==> src/rtl/gray_count_sched.sv <==
// rtl/gray_count_sched.sv - burst sequencer for an external Gray-code counter
//
// Purpose:
//   Accepts burst commands on a valid/ready handshake. It can clear the
//   external counter first. It then holds the count enable for exactly the
//   commanded number of cycles and pulses done at the end. An optional
//   checker watches the counter output for illegal Gray transitions.
//
// Configuration macro:
//   GRAY_SEQ_CHECK_EN - when defined, the on-line Gray sequence checker is
//                       built. When undefined, err is tied low and gray_in is
//                       unused. FSM timing is the same in both builds.
//
// Ports:
//   clk        clock; all state updates on the rising edge
//   rstn       asynchronous active-low reset
//   cmd_valid  command offered
//   cmd_ready  command can be accepted (high only in IDLE)
//   cmd_len    number of count steps to issue (0 is legal)
//   cmd_clr    clear the counter before stepping
//   abort      terminate the current burst (honoured in CLEAR/RUN)
//   cnt_clr    synchronous clear request to the counter
//   cnt_en     count enable to the counter
//   gray_in    counter output, monitored by the checker
//   busy       burst in progress (CLEAR, RUN, DRAIN)
//   done       one-cycle completion pulse
//   aborted    qualifies done: the burst was ended by abort
//   step_cnt   steps issued in the current/last burst
//   err        sticky Gray sequence violation
module gray_count_sched #(
    parameter int WIDTH = 4,
    parameter int LEN_W = 8
) (
    input  logic             clk,
    input  logic             rstn,
    input  logic             cmd_valid,
    output logic             cmd_ready,
    input  logic [LEN_W-1:0] cmd_len,
    input  logic             cmd_clr,
    input  logic             abort,
    output logic             cnt_clr,
    output logic             cnt_en,
    input  logic [WIDTH-1:0] gray_in,
    output logic             busy,
    output logic             done,
    output logic             aborted,
    output logic [LEN_W-1:0] step_cnt,
    output logic             err
);

    typedef enum logic [2:0] {
        S_IDLE  = 3'd0,
        S_CLEAR = 3'd1,
        S_RUN   = 3'd2,
        S_DRAIN = 3'd3,
        S_DONE  = 3'd4
    } state_e;

    localparam logic [LEN_W-1:0] LEN_ONE  = {{(LEN_W-1){1'b0}}, 1'b1};
    localparam logic [LEN_W-1:0] LEN_ZERO = '0;

    state_e           state_q, state_d;
    logic [LEN_W-1:0] rem_q, rem_d;
    logic [LEN_W-1:0] step_q, step_d;
    logic             aborted_q, aborted_d;
    logic             cmd_ready_q;
    logic             cnt_clr_q;
    logic             cnt_en_q;
    logic             busy_q;
    logic             done_q;

    // Next-state and datapath update
    always_comb begin
        state_d   = state_q;
        rem_d     = rem_q;
        step_d    = step_q;
        aborted_d = aborted_q;
        case (state_q)
            S_IDLE: begin
                if (cmd_valid && cmd_ready_q) begin
                    rem_d     = cmd_len;
                    step_d    = LEN_ZERO;
                    aborted_d = 1'b0;
                    if (cmd_clr) begin
                        state_d = S_CLEAR;
                    end else if (cmd_len != LEN_ZERO) begin
                        state_d = S_RUN;
                    end else begin
                        state_d = S_DONE;
                    end
                end
            end
            S_CLEAR: begin
                if (abort) begin
                    state_d   = S_DRAIN;
                    aborted_d = 1'b1;
                end else if (rem_q != LEN_ZERO) begin
                    state_d = S_RUN;
                end else begin
                    state_d = S_DRAIN;
                end
            end
            S_RUN: begin
                // The enable is already high this cycle, so this step counts
                // as issued even if abort is sampled at the same edge.
                step_d = step_q + LEN_ONE;
                rem_d  = rem_q - LEN_ONE;
                if (rem_q == LEN_ONE) begin
                    // The final step wins over a coincident abort.
                    state_d = S_DRAIN;
                end else if (abort) begin
                    state_d   = S_DRAIN;
                    aborted_d = 1'b1;
                end
            end
            S_DRAIN: begin
                state_d = S_DONE;
            end
            S_DONE: begin
                state_d = S_IDLE;
            end
            default: begin
                state_d = S_IDLE;
            end
        endcase
    end

    // State and registered outputs. The outputs decode the next state, so
    // each output is high during exactly the cycles spent in its state.
    always_ff @(posedge clk or negedge rstn) begin
        if (!rstn) begin
            state_q     <= S_IDLE;
            rem_q       <= LEN_ZERO;
            step_q      <= LEN_ZERO;
            aborted_q   <= 1'b0;
            cmd_ready_q <= 1'b1;
            cnt_clr_q   <= 1'b0;
            cnt_en_q    <= 1'b0;
            busy_q      <= 1'b0;
            done_q      <= 1'b0;
        end else begin
            state_q     <= state_d;
            rem_q       <= rem_d;
            step_q      <= step_d;
            aborted_q   <= aborted_d;
            cmd_ready_q <= (state_d == S_IDLE);
            cnt_clr_q   <= (state_d == S_CLEAR);
            cnt_en_q    <= (state_d == S_RUN);
            busy_q      <= (state_d == S_CLEAR) || (state_d == S_RUN) ||
                           (state_d == S_DRAIN);
            done_q      <= (state_d == S_DONE);
        end
    end

    assign cmd_ready = cmd_ready_q;
    assign cnt_clr   = cnt_clr_q;
    assign cnt_en    = cnt_en_q;
    assign busy      = busy_q;
    assign done      = done_q;
    assign aborted   = aborted_q;
    assign step_cnt  = step_q;

`ifdef GRAY_SEQ_CHECK_EN
    // The counter updates on the edge where it sees cnt_en/cnt_clr. Its new
    // value is therefore judged against the command delayed by one cycle.
    logic [WIDTH-1:0] gray_prev_q;
    logic             en_d_q;
    logic             clr_d_q;
    logic             seen_q;
    logic             err_q;
    logic             bad;

    always_comb begin
        bad = 1'b0;
        if (seen_q) begin
            if (clr_d_q) begin
                bad = (gray_in != '0);
            end else if (en_d_q) begin
                bad = ($countones(gray_in ^ gray_prev_q) != 1);
            end else begin
                bad = (gray_in != gray_prev_q);
            end
        end
    end

    always_ff @(posedge clk or negedge rstn) begin
        if (!rstn) begin
            gray_prev_q <= '0;
            en_d_q      <= 1'b0;
            clr_d_q     <= 1'b0;
            seen_q      <= 1'b0;
            err_q       <= 1'b0;
        end else begin
            gray_prev_q <= gray_in;
            en_d_q      <= cnt_en_q;
            clr_d_q     <= cnt_clr_q;
            seen_q      <= 1'b1;
            err_q       <= err_q | bad;
        end
    end

    assign err = err_q;
`else
    logic unused_gray_in;
    assign unused_gray_in = ^gray_in;
    assign err            = 1'b0;
`endif

endmodule

==> config.mk <==
export PLATFORM = sky130hd
export DESIGN_NAME = gray_count_sched
export DESIGN_NICKNAME = d
export VERILOG_FILES = /design/src/rtl/gray_count_sched.sv
export SDC_FILE = /design/constraint.sdc
export NUM_CORES = 1
export LEC_CHECK = 0
export CAP_MARGIN = 5
export CORE_ASPECT_RATIO = 1.5
export CORE_UTILIZATION = 49
export DETAILED_ROUTE_END_ITERATION = 7
export PLACE_DENSITY = 0.88
export REMOVE_ABC_BUFFERS = 1
export SYNTH_ARGS = -nofsm -noshare
export SYNTH_HDL_FRONTEND = slang
export SYNTH_SLANG_ARGS = --single-unit
==> constraint.sdc <==
create_clock -name clk -period 2.3 [get_ports clk]
set_input_delay 0.69 -clock clk [delete_from_list [all_inputs] [get_ports clk]]
set_output_delay 0.69 -clock clk [all_outputs]
set_load 0.005 [all_outputs]
After elaboration in Yosys (flattened, before gate mapping):

Cells that the tools add are included.

* shift operators: 0
* divide/modulo/power cells: 0
* bitwise logic cells: 0
* order comparisons: 0
* eq/ne operators: 10
* muxes and demuxes: 16
* add/subtract/negate cells: 2
* multipliers: 0
* reductions and logical operators: 11

Operator list (number)
* 8-bit case mux with 2 select lines: 2
* 8-bit 2-to-1 mux: 2
* 8-bit nonzero test: 2
* 3-bit 2-to-1 mux: 5
* 3-bit by 2-bit == test with 1-bit output, second input constant: 4
* 3-bit case mux with 4 select lines: 1
* 8-bit by 1-bit adder with 8-bit output, second input constant: 1
* 8-bit by 1-bit == test with 1-bit output, second input constant: 1
* 8-bit by 1-bit subtractor with 8-bit output, second input constant: 1
* 3-bit by 1-bit == test with 1-bit output, second input constant: 2
* 3-bit logical NOT: 2
* 1-bit 2-to-1 mux: 5
* 2-bit != test, second input constant: 2
* 3-bit == test, second input constant: 1
* 1-bit case mux with 3 select lines: 1
* 3-bit AND reduction: 1
* 3-bit nonzero test: 1
* 1-bit logical OR: 2
* 2-bit AND reduction: 1
* 2-bit nonzero test: 1
* 1-bit logical AND: 1

* register bits after elaboration: 25
* ROM bits: 0
* memory bits (writable): 0
* memories: 0
* bits in latches: 0
* logic and storage cells: 48
* input port bits: 17

Longest topological paths before layout:

Gate-level depths: netlist of the first run.

* depth after elaboration: 8
* depth in mapped cells: 6

Least setup slack after synthesis of the first run:

Ideal clock, no wire load.

* kind: reg2reg
* start: reg rem_q[2]
* end: reg rem_q[5]
* clock period less this slack: 1.619 ns
* arrival: 1.473 ns
* stages on the path, launching flop included: 5
* slack: 0.681 ns
* setup time: 0.146 ns
* cell sequence: dfrtp_1 > or4_1 > nor4b_2 > o2bb2ai_1 > a21oi_1

* cells in the longest elaborated chain, start to end: 2

RTL lines
* from (decl): RTL line 63 `logic [LEN_W-1:0] rem_q, rem_d;`
* from (signal assigned): RTL line 143 `rem_q <= rem_d;`
* 8-bit by 1-bit subtractor with 8-bit output: RTL line 107 `rem_d = rem_q - LEN_ONE;`
* 8-bit case mux with 2 select lines: RTL line 78 `case (state_q)`

No other way between the ends.
A chain may end at the register's enable or synchronous reset.

Worst setup path in the final report of the first run:

* start: reg cmd_ready_q (netlist: cmd_ready)
* end: out cmd_ready

RTL lines
* from (decl): RTL line 66 `logic cmd_ready_q;`
* from (signal assigned): RTL line 146 `cmd_ready_q <= (state_d == S_IDLE);`
* to (decl): RTL line 37 `output logic cmd_ready,`

No word-level cell between the ends.

==> results of run 1 <==
-- cell type report --
| cell class | count | area (µm²) | share of cell area [%] |
|---|---|---|---|
| timing repair buffer | 32 | 305 | 18.4 |
| sequential | 25 | 627 | 37.9 |
| multi-input combinational | 100 | 633 | 38.2 |
| clock buffer | 4 | 26.3 | 1.59 |
| tap | 36 | 45.0 | 2.72 |
| inverter | 5 | 18.8 | 1.13 |
-- sequential cells by signal, indices dropped and copies added (netlist names) --
name	cells
aborted	1
busy	1
cmd_ready	1
cnt_clr	1
cnt_en	1
done	1
rem_q	8
state_q	3
step_cnt	8
-- cells by family after synthesis --
| kind of cell | count (synthesis) |
|---|---|
| xor gates and xnor gates | 5 |
| buffers and inverters | 12 |
| and+or+nand+nor | 58 |
| AOI/OAI and AO/OA | 32 |
| DFF | 25 |
| other | 1 |
| adders and majority gates | 4 |
-- layout by cell type, fill, tap and decap left out, types with 3 or more instances in the layout --
master           synthesis  layout
a21oi_1                 10      10
buf_4                    2       6
clkbuf_4                 0       3
clkdlybuf4s50_1          0      26
dfrtp_1                 24      24
ha_1                     4       4
inv_1                    5       5
nand2_1                  9       9
nand3_1                  8       8
nor2_1                  14      14
nor3_1                   5       5
nor3b_1                  3       3
nor4_1                   7       7
o21ai_0                  8       8
xnor2_1                  5       5
-- power groups by stage --
| stage | Clock, W | Combinational [W] | Sequential [W] |
|---|---|---|---|
| floorplan | 0 | 0.000539 | 0.000793 |
| global placement | 0 | 0.000877 | 0.000820 |
| detailed placement | 0 | 0.000921 | 0.000830 |
| CTS | 0.000200 | 0.000927 | 0.000820 |
| global route | 0.000212 | 0.00102 | 0.000852 |
| finish | 0.000196 | 0.000932 | 0.000827 |
-- metal layers --
metal	GRT usage (%)	part of all wire [%]	up-vias
met1	27.8	41	569
li1	-	-	561
met5	0	0	-
met3	3.83	4.9	4
met2	42.5	53	49
met4	8.33	0.94	0
-- path summary, 6_finish.rpt --
| path | from | end | depth (start not counted) |
|---|---|---|---|
| worst max-delay path | cmd_ready | cmd_ready | 1 |
| worst max register to register | state_q[2] | rem_q[4] | 4 |
| max in group asynchronous | rstn | cmd_ready | 2 |
| worst min register to register | aborted | aborted | 2 |
| min in group asynchronous | rstn | step_cnt[1] | 2 |
| worst min-delay path | aborted | aborted | 2 |
-- worst min-delay path, cell delays in order (launching register included) --
cell,delay (ps)
dfrtp_1,370
a21oi_1,40
nor2_1,90
-- stage by stage --
stage	utilization, %	setup WS [ps]
4_1_cts	66.1	205
6_report	66.1	206
5_1_grt	66.1	160
2_1_floorplan	-	642
3_5_place_dp	65.0	28.1
3_3_place_gp	65.0	23.5
==> results.sh, run 1 <==
export IMPL_grt_pass1_wl_mm=5.19
export IMPL_wl_per_cell_um=15.3
export IMPL_grt_usage_pct=23.8
export IMPL_report_final_slew_viol_count=0
export IMPL_setup_violations=0
export IMPL_drcViolationCount=0
export IMPL_port_buffers=26
export IMPL_synthTopCellsByArea="dfrtp_1, nor2_1, a21oi_1, ha_1, nor4_1"
export IMPL_rows=22
export IMPL_ctsResizeCount=0
export IMPL_drt_total_wl_mm=3.10
export IMPL_drt_initial_drc_count=48
export IMPL_endpoint_kind="output pin"
export IMPL_placed_cell_area_um2=1630
export IMPL_clock_latency_ps=320
export IMPL_dpl_hpwl_mm=2.32
export IMPL_seqPwrFrac_pct=42.3
export IMPL_fmax_ghz=0.478
export IMPL_finish_cell_count_without_fillers=202
export IMPL_ir_drop_mv=0.872
export IMPL_status="completed"
export IMPL_dp_cells=198
export IMPL_ctsLongestPathBuffers=2
export IMPL_yosys_area_share_simple_pct=24.9
export IMPL_swShare_pct=42.4
export IMPL_synth_top_family_by_area="simple AND/OR/NAND/NOR gates"
export IMPL_tightest_slew_ps=679
export IMPL_grt_pass1_vias=1157
export IMPL_n_fill_cell=204
export IMPL_hold_path_class="reg2reg"
export IMPL_die_w_um=44.5
export IMPL_path_max_fanout=5
export IMPL_cap_violations=0
export IMPL_r2r_slack_ps=420
export IMPL_start_util_pct=53.1
export IMPL_synth_xor_area_share_pct=3.29
export IMPL_synth_enable_flop_cells=0
export IMPL_tns_ps=0
export IMPL_routed_via_count=1183
export IMPL_clockRootBuffer="clkbuf_4"
export IMPL_drive_above_1_share_pct=7.83
export IMPL_p_comb_share_pct=47.7
export IMPL_crit_type="reg2out"
export IMPL_yosysSeqAreaShare_pct=47.1
export IMPL_hold_viol_final=0
export IMPL_synth_main_ff_cell="dfrtp_1"
export IMPL_crit_slowest_cell="dfstp_2"
export IMPL_die_area_um2=2930
export IMPL_synth_compound_area_share_pct=15.3
export IMPL_netlist_cell_type_count=39
export IMPL_ys_warn_count=0
export IMPL_clkSinkCount=25
export IMPL_core_area_um2=2500
export IMPL_cts_tree="yes"
export IMPL_synth_cells=137
export IMPL_synth_area_um2=1330
export IMPL_slowest_delay_ps=590
export IMPL_switchingPower_w=0.000829
export IMPL_avgViaCountPerCell=5.86
export IMPL_post_cts_repair_setup_buffers=0
export IMPL_relSlewSlack_pct=54.4
export IMPL_period_minus_slack_ps=2090
export IMPL_cts_buffers=3
export IMPL_rsz0062_at_grt="false"
export IMPL_cpLargestDelayFamily="flip-flops"
export IMPL_fin_area_um2=1660
export IMPL_power_leakage_nw=0.676
export IMPL_whs_ps=530
export IMPL_clockPowerShare_pct=10.0
export IMPL_routabilityCongestion=0.852
export IMPL_critPathBufInv=1
export IMPL_synth_avg_cell_area_um2=9.71
export IMPL_holdBufCountCts=0
export IMPL_first_pass_iters=4
export IMPL_overflow=0
export IMPL_synth_fa_ha_area_share_pct=3.76
export IMPL_synth_mux_area_share_pct=0
export IMPL_path_cells="clkdlybuf4s50_1"
export IMPL_synth_most_common_cell="dfrtp_1"
export IMPL_synth_top_area_cell="dfrtp_1"
export IMPL_synthArstFlopShare_pct=100
export IMPL_power_total_w=0.00195
export IMPL_crit_arrival_ps=1400
export IMPL_clkTransAtPathRegs_ps=140
export IMPL_die_y_um=65.8
export IMPL_num_nets_final=188
export IMPL_skew_ps=9.52
export IMPL_grt_max_degree=26
export IMPL_ys_ff_latch=25
export IMPL_n_antenna_cell=0
export IMPL_post_route_period_util_pct=91.0
export IMPL_p_int_w=0.00113
export IMPL_yosys_top_cells_count="dfrtp_1, nor2_1, a21oi_1"
export IMPL_p_per_area_nw_per_um2=1180
export IMPL_antenna_left=0
export IMPL_synthToLayoutAreaGrowth_pct=24.5
export IMPL_h_tree_depth=1
export IMPL_synth_top_area_share_pct=45.2
export IMPL_antenna_found_initial=0
export IMPL_start_kind="flip-flop"
export IMPL_cp_required_ps=1610
export IMPL_io_pins=32
(Power assumes the default switching activity.)
==> inputs of run 2 (changes only) <==
CORE_MARGIN = 5   (was not set)
==> results.sh, run 2 (same netlist as run 1, synthesis figures left out) <==
export IMPL_status="completed"
export IMPL_start_kind="input port"
export IMPL_antenna_found_initial=0
export IMPL_crit_type="in2reg"
export IMPL_cts_buffers=3
export IMPL_die_y_um=73.8
export IMPL_dpl_hpwl_mm=2.44
export IMPL_cp_required_ps=2490
export IMPL_post_route_period_util_pct=91.1
export IMPL_power_leakage_nw=0.682
export IMPL_port_buffers=26
export IMPL_final_cell_mix="clkdlybuf4s50_1, dfrtp_1, nor2_1"
export IMPL_h_tree_depth=1
export IMPL_grtUsageMet3_pct=2.64
export IMPL_ctsLongestPathBuffers=2
export IMPL_n_antenna_cell=0
export IMPL_rows=23
export IMPL_p_per_area_nw_per_um2=1200
export IMPL_synthToLayoutAreaGrowth_pct=25.5
export IMPL_wl_per_cell_um=15.6
export IMPL_fmax_ghz=0.477
export IMPL_io_pins=32
export IMPL_routed_via_count=1178
export IMPL_grt_usage_pct=18.8
export IMPL_rsz0062_at_grt="false"
export IMPL_power_total_w=0.00200
export IMPL_path_max_fanout=5
export IMPL_die_area_um2=3880
export IMPL_first_pass_iters=4
export IMPL_ctsResizeCount=0
export IMPL_antenna_left=0
export IMPL_die_w_um=52.5
export IMPL_drcViolationCount=0
export IMPL_post_cts_repair_setup_buffers=0
export IMPL_path_cells="clkdlybuf4s50_1 > a21oi_1 > nor3_1 > o22ai_1 > a21oi_1"
export IMPL_hold_viol_final=0
export IMPL_crit_arrival_ps=2280
export IMPL_start_util_pct=50.2
export IMPL_drt_total_wl_mm=3.16
export IMPL_final_core_util_pct=63.0
export IMPL_report_final_slew_viol_count=0
export IMPL_holdPathStages=2
export IMPL_routabilityCongestion=0.844
export IMPL_hold_path_class="reg2reg"
export IMPL_rr_worst_depth=4
export IMPL_met2_usage_pct=32.3
export IMPL_crit_slowest_cell="clkdlybuf4s50_1"
export IMPL_setup_violations=0
export IMPL_num_nets_final=187
export IMPL_cap_violations=0
export IMPL_tns_ps=0
export IMPL_grt_max_degree=26
export IMPL_placed_cell_area_um2=1620
export IMPL_fin_area_um2=1670
export IMPL_core_area_um2=2650
export IMPL_ir_drop_mv=0.616
export IMPL_overflow=0
export IMPL_layout_commonest_cell="clkdlybuf4s50_1"
export IMPL_skew_ps=5.31
export IMPL_holdBufCountCts=0
export IMPL_clock_latency_ps=270
export IMPL_cts_tree="yes"
export IMPL_drive_above_1_share_pct=7.88
export IMPL_relSlewSlack_pct=58.5
export IMPL_clkTransAtPathRegs_ps=80
export IMPL_clockRootBuffer="clkbuf_8"
export IMPL_endpoint_kind="flip-flop"
export IMPL_clkSinkCount=25
export IMPL_avgViaCountPerCell=5.83
export IMPL_crit_top_cell="a21oi_1"
export IMPL_busiest_layer="met2"
export IMPL_drt_initial_drc_count=38
export IMPL_grt_pass1_wl_mm=5.39
export IMPL_slowest_delay_ps=530
export IMPL_period_minus_slack_ps=2100
export IMPL_use_met1_pct=21.9
export IMPL_grt_pass1_vias=1182
export IMPL_tightest_slew_ps=618
[run 2: cell count changes in the layout (fill, tap and decap cells not counted), sizes merged]
cell    delta
clkinv     +1
clkbuf     -1
buf        -1
[run 2: worst paths after layout]
kind,from,slack [ps],endpoint
max,cmd_valid,200,rem_q[1]
min,aborted,510,aborted
max reg2reg,state_q[2],460,rem_q[4]
min reg2reg,aborted,510,aborted
max in group asynchronous,rstn,1250,cmd_ready
min in group asynchronous,rstn,770,step_cnt[5]
[run 2: final cells by class]
class / instances / area, µm²
multi-input combinational: 100 / 633
clock inverter: 1 / 5.00
fill: 224 / 978
tap: 37 / 46.3
inverter: 5 / 18.8
clock buffer: 3 / 41.3
timing repair buffer: 31 / 298
sequential: 25 / 627
[run 2: where the power goes]
| group | switching, W | internal (W) |
|---|---|---|
| Clock | 0.000140 | 0.000121 |
| Combinational | 0.000466 | 0.000432 |
| Sequential | 0.000220 | 0.000615 |
| Total | 0.000827 | 0.00117 |
[run 2: critical path: cells and delay by family]
family / cells / cell delay, ps
AOI/OAI and AO/OA: 3 / 560
buffers and inverters: 1 / 530
and+or+nand+nor: 1 / 510
[run 2: through the flow]
step / std cells / worst slack, ps / hold WS, ps
3_5_place_dp: 198 / -71.3 / 492
5_1_grt: 202 / 109 / 543
2_1_floorplan: 130 / 642 / 394
3_3_place_gp: 198 / 72.9 / 489
4_1_cts: 202 / 205 / 515
6_report: 202 / 205 / 507
[run 2: per-layer routing]
metal  routed length (µm)  part of all wire [%]
met1                 1190                    38
met2                 1680                    53
met3                  202                   6.4
met4                   85                   2.7
met5                    0                     0
